===== src/rtl/fir_pkg.sv =====
// Shared definitions for the 16-bit FIR filter chain.
// Holds the common sample width and an elaboration-time log2 helper.
package fir_pkg;

    localparam int SAMPLE_W = 16;

    // Ceiling log2; clog2(1) is 0, so callers needing a 1-bit minimum must clamp.
    function automatic int clog2(input int value);
        int result;
        int remaining;
        result    = 0;
        remaining = value - 1;
        while (remaining > 0) begin
            result++;
            remaining = remaining >> 1;
        end
        return result;
    endfunction

endpackage


===== src/rtl/sync_fifo.sv =====
// Single-clock FIFO with registered count and valid flag.
// A write is accepted while full only when a read happens in the same cycle.
module sync_fifo
    import fir_pkg::*;
#(
    parameter int WIDTH = SAMPLE_W,
    parameter int DEPTH = 8
) (
    input  logic                        clk,
    input  logic                        reset,
    input  logic                        i_wr,
    input  logic [WIDTH-1:0]            i_wr_data,
    input  logic                        i_rd,
    output logic [WIDTH-1:0]            o_rd_data,
    output logic [clog2(DEPTH+1)-1:0]   o_count,
    output logic                        o_full,
    output logic                        o_valid
);

    localparam int PTR_W = clog2(DEPTH);
    localparam int CNT_W = clog2(DEPTH + 1);
    localparam logic [CNT_W-1:0] CNT_FULL = CNT_W'(DEPTH);

    logic [WIDTH-1:0] r_mem [DEPTH];
    logic [PTR_W-1:0] r_wr_ptr;
    logic [PTR_W-1:0] r_rd_ptr;
    logic [CNT_W-1:0] r_count;
    logic             r_valid;

    logic             w_do_rd;
    logic             w_do_wr;
    logic [CNT_W-1:0] w_count_next;

    assign o_full  = (r_count == CNT_FULL);
    assign w_do_rd = i_rd && r_valid;
    assign w_do_wr = i_wr && (!o_full || w_do_rd);

    always_comb begin
        // NOTE: default assigned first so every path drives w_count_next and no latch is inferred.
        w_count_next = r_count;
        case ({w_do_wr, w_do_rd})
            2'b10:   w_count_next = r_count + 1'b1;
            2'b01:   w_count_next = r_count - 1'b1;
            default: w_count_next = r_count;
        endcase
    end

    always_ff @(posedge clk) begin
        // NOTE: non-blocking assignments so every register samples pre-edge values.
        if (reset) begin
            r_wr_ptr <= '0;
            r_rd_ptr <= '0;
            r_count  <= '0;
            r_valid  <= 1'b0;
        end else begin
            if (w_do_wr) r_wr_ptr <= r_wr_ptr + 1'b1;
            if (w_do_rd) r_rd_ptr <= r_rd_ptr + 1'b1;
            r_count <= w_count_next;
            r_valid <= (w_count_next != '0);
        end
    end

    // NOTE: storage is deliberately not reset; reset pointers make stale entries unreachable.
    always_ff @(posedge clk) begin
        if (w_do_wr) r_mem[r_wr_ptr] <= i_wr_data;
    end

    assign o_rd_data = r_mem[r_rd_ptr];
    assign o_count   = r_count;
    assign o_valid   = r_valid;

endmodule


===== src/rtl/fir_decimator.sv =====
// Keeps one FIR output sample in every DECIM enabled samples and buffers it in a FIFO.
// A sticky overflow flag records kept samples dropped because the FIFO was full.
module fir_decimator
    import fir_pkg::*;
#(
    parameter int WIDTH = SAMPLE_W,
    parameter int DECIM = 4,
    parameter int DEPTH = 8
) (
    input  logic                        clk,
    input  logic                        reset,
    input  logic [WIDTH-1:0]            din,
    input  logic                        din_en,
    output logic [WIDTH-1:0]            dout,
    output logic                        dout_valid,
    input  logic                        dout_ready,
    output logic [clog2(DEPTH+1)-1:0]   count,
    output logic                        overflow,
    input  logic                        clear_ovf
);

    // DECIM=1 still needs a 1-bit phase register; it simply stays at 0.
    localparam int PH_W = (DECIM > 1) ? clog2(DECIM) : 1;
    localparam logic [PH_W-1:0] PH_LAST = PH_W'(DECIM - 1);

    logic [PH_W-1:0]  r_phase;
    logic             r_overflow;

    logic             w_keep;
    logic             w_rd;
    logic             w_drop;
    logic             w_full;
    logic             w_valid;
    logic [WIDTH-1:0] w_rd_data;

    assign w_keep = din_en && (r_phase == '0);
    assign w_rd   = w_valid && dout_ready;
    assign w_drop = w_keep && w_full && !w_rd;

    always_ff @(posedge clk) begin
        if (reset) begin
            r_phase <= '0;
        end else if (din_en) begin
            r_phase <= (r_phase == PH_LAST) ? '0 : r_phase + 1'b1;
        end
    end

    // A drop in the same cycle as clear_ovf leaves the flag set.
    always_ff @(posedge clk) begin
        if (reset) begin
            r_overflow <= 1'b0;
        end else if (w_drop) begin
            r_overflow <= 1'b1;
        end else if (clear_ovf) begin
            r_overflow <= 1'b0;
        end
    end

    sync_fifo #(
        .WIDTH (WIDTH),
        .DEPTH (DEPTH)
    ) u_fifo (
        .clk       (clk),
        .reset     (reset),
        .i_wr      (w_keep && !w_drop),
        .i_wr_data (din),
        .i_rd      (w_rd),
        .o_rd_data (w_rd_data),
        .o_count   (count),
        .o_full    (w_full),
        .o_valid   (w_valid)
    );

    assign dout_valid = w_valid;
    assign dout       = w_valid ? w_rd_data : '0;
    assign overflow   = r_overflow;

endmodule


===== config.mk =====
export PLATFORM = sky130hd
export DESIGN_NAME = fir_decimator
export DESIGN_NICKNAME = d
export VERILOG_FILES = /design/src/rtl/fir_pkg.sv /design/src/rtl/sync_fifo.sv /design/src/rtl/fir_decimator.sv
export SDC_FILE = /design/constraint.sdc
export NUM_CORES = 1
export LEC_CHECK = 0
export CORE_ASPECT_RATIO = 0.75
export CORE_MARGIN = 4
export CORE_UTILIZATION = 55
export CTS_CLUSTER_SIZE = 28
export DETAILED_ROUTE_END_ITERATION = 8
export MAX_ROUTING_LAYER = met4
export PLACE_DENSITY = 0.86
export SLEW_MARGIN = 20
export SYNTH_ARGS = -nofsm -noshare
export SYNTH_HDL_FRONTEND = slang
export SYNTH_SLANG_ARGS = --single-unit

===== constraint.sdc =====
create_clock -name clk -period 3.45 [get_ports clk]
set_input_delay 0.69 -clock clk [delete_from_list [all_inputs] [get_ports clk]]
set_output_delay 0.69 -clock clk [all_outputs]
set_load 0.005 [all_outputs]

==> impl_metrics.toml <==
[clock_network]
clk_pin_slew_ns = 0.06
clockRootBuffer = "clkbuf_16"
h-tree-depth = 4
cts_tree = "yes"
cts_made_buffers = 17
cts_resized = 0
cts.path.max_buffers = 2
clock_latency_ns = 0.41
cts_sinks = 145
post_cts_buffers = 0
cts_hold_buf = 0

[power]
p_leak_nw = 2.27
max-vdd-ir-drop_uv = 375
p_per_area_nw_per_um2 = 658

[cells_and_area]
multiInputGateArea_sq_um = 1480
antenna_cells = 0
register_area_sq_um = 4190
drive_gt1_share_pct = 21.4
fillers = 681
finalNetCount = 389
layout.cells.non_filler = 510
post-route-util_pct = 68.1
areaGrowthSynthToFinish_pct = 20.9

[floorplan]
start_util_pct = 56.3
die_h_um = 96.7
die_area_sq_um = 12200
num_io_pins = 43
fp.coreArea_sq_um = 10200
num_rows = 32
die_w_um = 126

[sta]
holdWs_ns = 0.504
slew_headroom_pct = 62.3
worst_pin_slew_ns = 0.563
period_share_pct = 92.3
fin_skew_ns = 0.00946
hold_viol = 0
tns_ns = 0
fmax_mhz = 314
slew_violations = 0
period_needed_ns = 3.18
setup_violations = 0
rsz0062_at_grt = "no"

[logic_synthesis]
syn_nets = 327
ys_warn_count = 0
ys_seq_elements = 145
syn_avg_cell_area_sq_um = 19.3
synth_cell_types = 30
yosysSeqAreaShare_pct = 72.5
syn_area_sq_um = 5770
netlist_instances = 299

[critical_path]
rr_endpoint = "u_fifo.o_valid$_SDFF_PP0_"
worstSetupEndpointType = "output pin"
crit_arrival_ns = 2.49
reg2reg_slack_ns = 0.96
crit_path_start_kind = "flop"
r2r-start = "u_fifo.o_count[1]$_SDFF_PP0_"
cp.required_ns = 2.76
r2r_cells = 11
cp_max_fo = 11
crit_type = "flop to output pin"

[global_route]
grt_overflow = 0
grt_max_degree = 33
grt_pass1_vias = 3086
grt_pass1_wl_um = 16800
antenna_found_initial = 0
groute.usage.overall_pct = 19.1

[routing]
wl_met1_um = 4530
met2_length_um = 5450
vias_per_cell = 5.66
post_drt_wl_per_cell_um = 20.8
ant_nets = 0
met3_length_um = 509
drc_errors = 0
highest-signal-layer = "met4"
routed_wl_um = 10600
drt_iter0_markers = 303
vias = 2889
first_pass_iters = 4

[min_path]
hold_depth = 2
holdPathEnd = "u_fifo.r_rd_ptr[1]$_SDFFE_PP0N_"
hold_path.class = "flop to flop"
min-delay-start = "u_fifo.r_rd_ptr[1]$_SDFFE_PP0N_"

[placed_design]
place.gp.congestion = 0.724
dp_hpwl_um = 6160
io_buffers = 42
dp_cells = 478

[job]
drv_cap = 0

[run_status]
status = "completed"
==> cells by family (layout without fill, tap and decap cells) <==
group | Yosys count | after routing | share of synthesized area, %
fa+ha+maj | 7 | 7 | 1.52
flops | 145 | 145 | 72.5
xor+xnor | 9 | 9 | 1.37
buf+inv | 17 | 92 | 2.23
mux | 52 | 52 | 16.0
compound gates | 8 | 8 | 0.933
simple gates | 61 | 61 | 5.38
==> Yosys cell counts <==
cell,n,area share [%]
nand2_1,8,0.52
inv_1,4,0.26
nand3_1,3,0.26
dfxtp_1,17,5.9
mux4_2,31,12
and2b_1,2,0.26
a31oi_1,2,0.22
buf_8,1,0.26
nand4_1,1,0.11
nand4b_1,1,0.15
nor2b_1,17,1.8
mux4_1,1,0.46
buf_12,2,0.69
buf_6,2,0.39
edfxtp_1,128,67
or3b_2,1,0.15
nor2_1,21,1.4
ha_1,7,1.5
o21ai_0,1,0.087
or3_1,1,0.11
clkbuf_1,3,0.20
or2b_1,1,0.13
nor3_1,4,0.35
o32ai_2,1,0.28
xor2_1,7,1.1
mux2i_1,20,3.5
nand3b_1,1,0.13
xnor2_1,2,0.30
buf_2,5,0.43
a21oi_1,4,0.35
==> final cells by class <==
cell class	count	area share, %
Multi-Input combinational cell	137	21.1
Sequential cell	145	60.0
Timing Repair Buffer	56	8.25
Tap cell	136	2.44
Clock buffer	20	6.26
Inverter	4	0.215
Clock inverter	12	1.69
==> how the worst max path moves through the flow <==
stage	endpoint	slack, ns
finish	dout[7]	0.27
global route	dout[6]	0.13
CTS	dout[7]	0.19
detailed placement	u_fifo.o_valid$_SDFF_PP0_	0.23
global placement	u_fifo.o_valid$_SDFF_PP0_	0.35
floorplan	u_fifo.r_mem[3][0]$_DFFE_PP_	0.78
==> cells in the final DEF (no fill, tap or decap), types with 2 or more instances in the layout <==
| cell | n |
|---|---|
| a21oi_1 | 4 |
| a31oi_1 | 2 |
| and2b_1 | 2 |
| buf_12 | 4 |
| buf_4 | 10 |
| bufinv_16 | 2 |
| clkbuf_1 | 3 |
| clkbuf_16 | 17 |
| clkdlybuf4s50_1 | 42 |
| clkinv_2 | 6 |
| clkinvlp_4 | 2 |
| dfxtp_1 | 16 |
| edfxtp_1 | 128 |
| ha_1 | 7 |
| inv_1 | 4 |
| mux2i_1 | 20 |
| mux4_2 | 31 |
| nand2_1 | 8 |
| nand3_1 | 3 |
| nor2_1 | 21 |
| nor2b_1 | 17 |
| nor3_2 | 4 |
| xnor2_1 | 2 |
| xor2_1 | 7 |
==> power by group <==
group	internal [mW]	switching, mW	leakage [nW]	total [mW]
registers	2.01	0.0713	1.30	2.08
logic	0.457	0.351	0.704	0.808
clock network	1.05	0.654	0.271	1.71
total	3.52	1.08	2.27	4.59
==> metal layers <==
layer	vias to the layer above	track usage (%)
met3	10	4.53
met5	-	-
met2	87	30.1
met4	0	6.76
li1	1307	-
met1	1485	24.6
==> through the flow <==
| stage | setup slack, ns | instance area (sq um) | total power, mW |
|---|---|---|---|
| global placement | 0.349 | 6420 | 2.90 |
| global route | 0.128 | 6980 | 4.78 |
| CTS | 0.186 | 6980 | 4.64 |
| finish | 0.267 | 6980 | 4.59 |
| detailed placement | 0.232 | 6420 | 2.93 |
| floorplan | 0.783 | 5770 | 2.62 |
==> sequential cells by signal, summed over array words and instances (netlist names), named ones only <==
register	count
u_fifo.r_mem	128
u_fifo.o_count	4
u_fifo.r_rd_ptr	3
u_fifo.r_wr_ptr	3
r_phase	2
overflow	1
u_fifo.o_valid	1
==> worst max-delay path, stage by stage (launching register included) <==
cell and delay [ns]:
dfxtp_2 0.57, buf_4 0.25, mux4_2 0.53, mux2i_1 0.20, nor2b_1 0.08, clkdlybuf4s50_1 0.45
No activity file was read; power rests on OpenSTA's default activity.
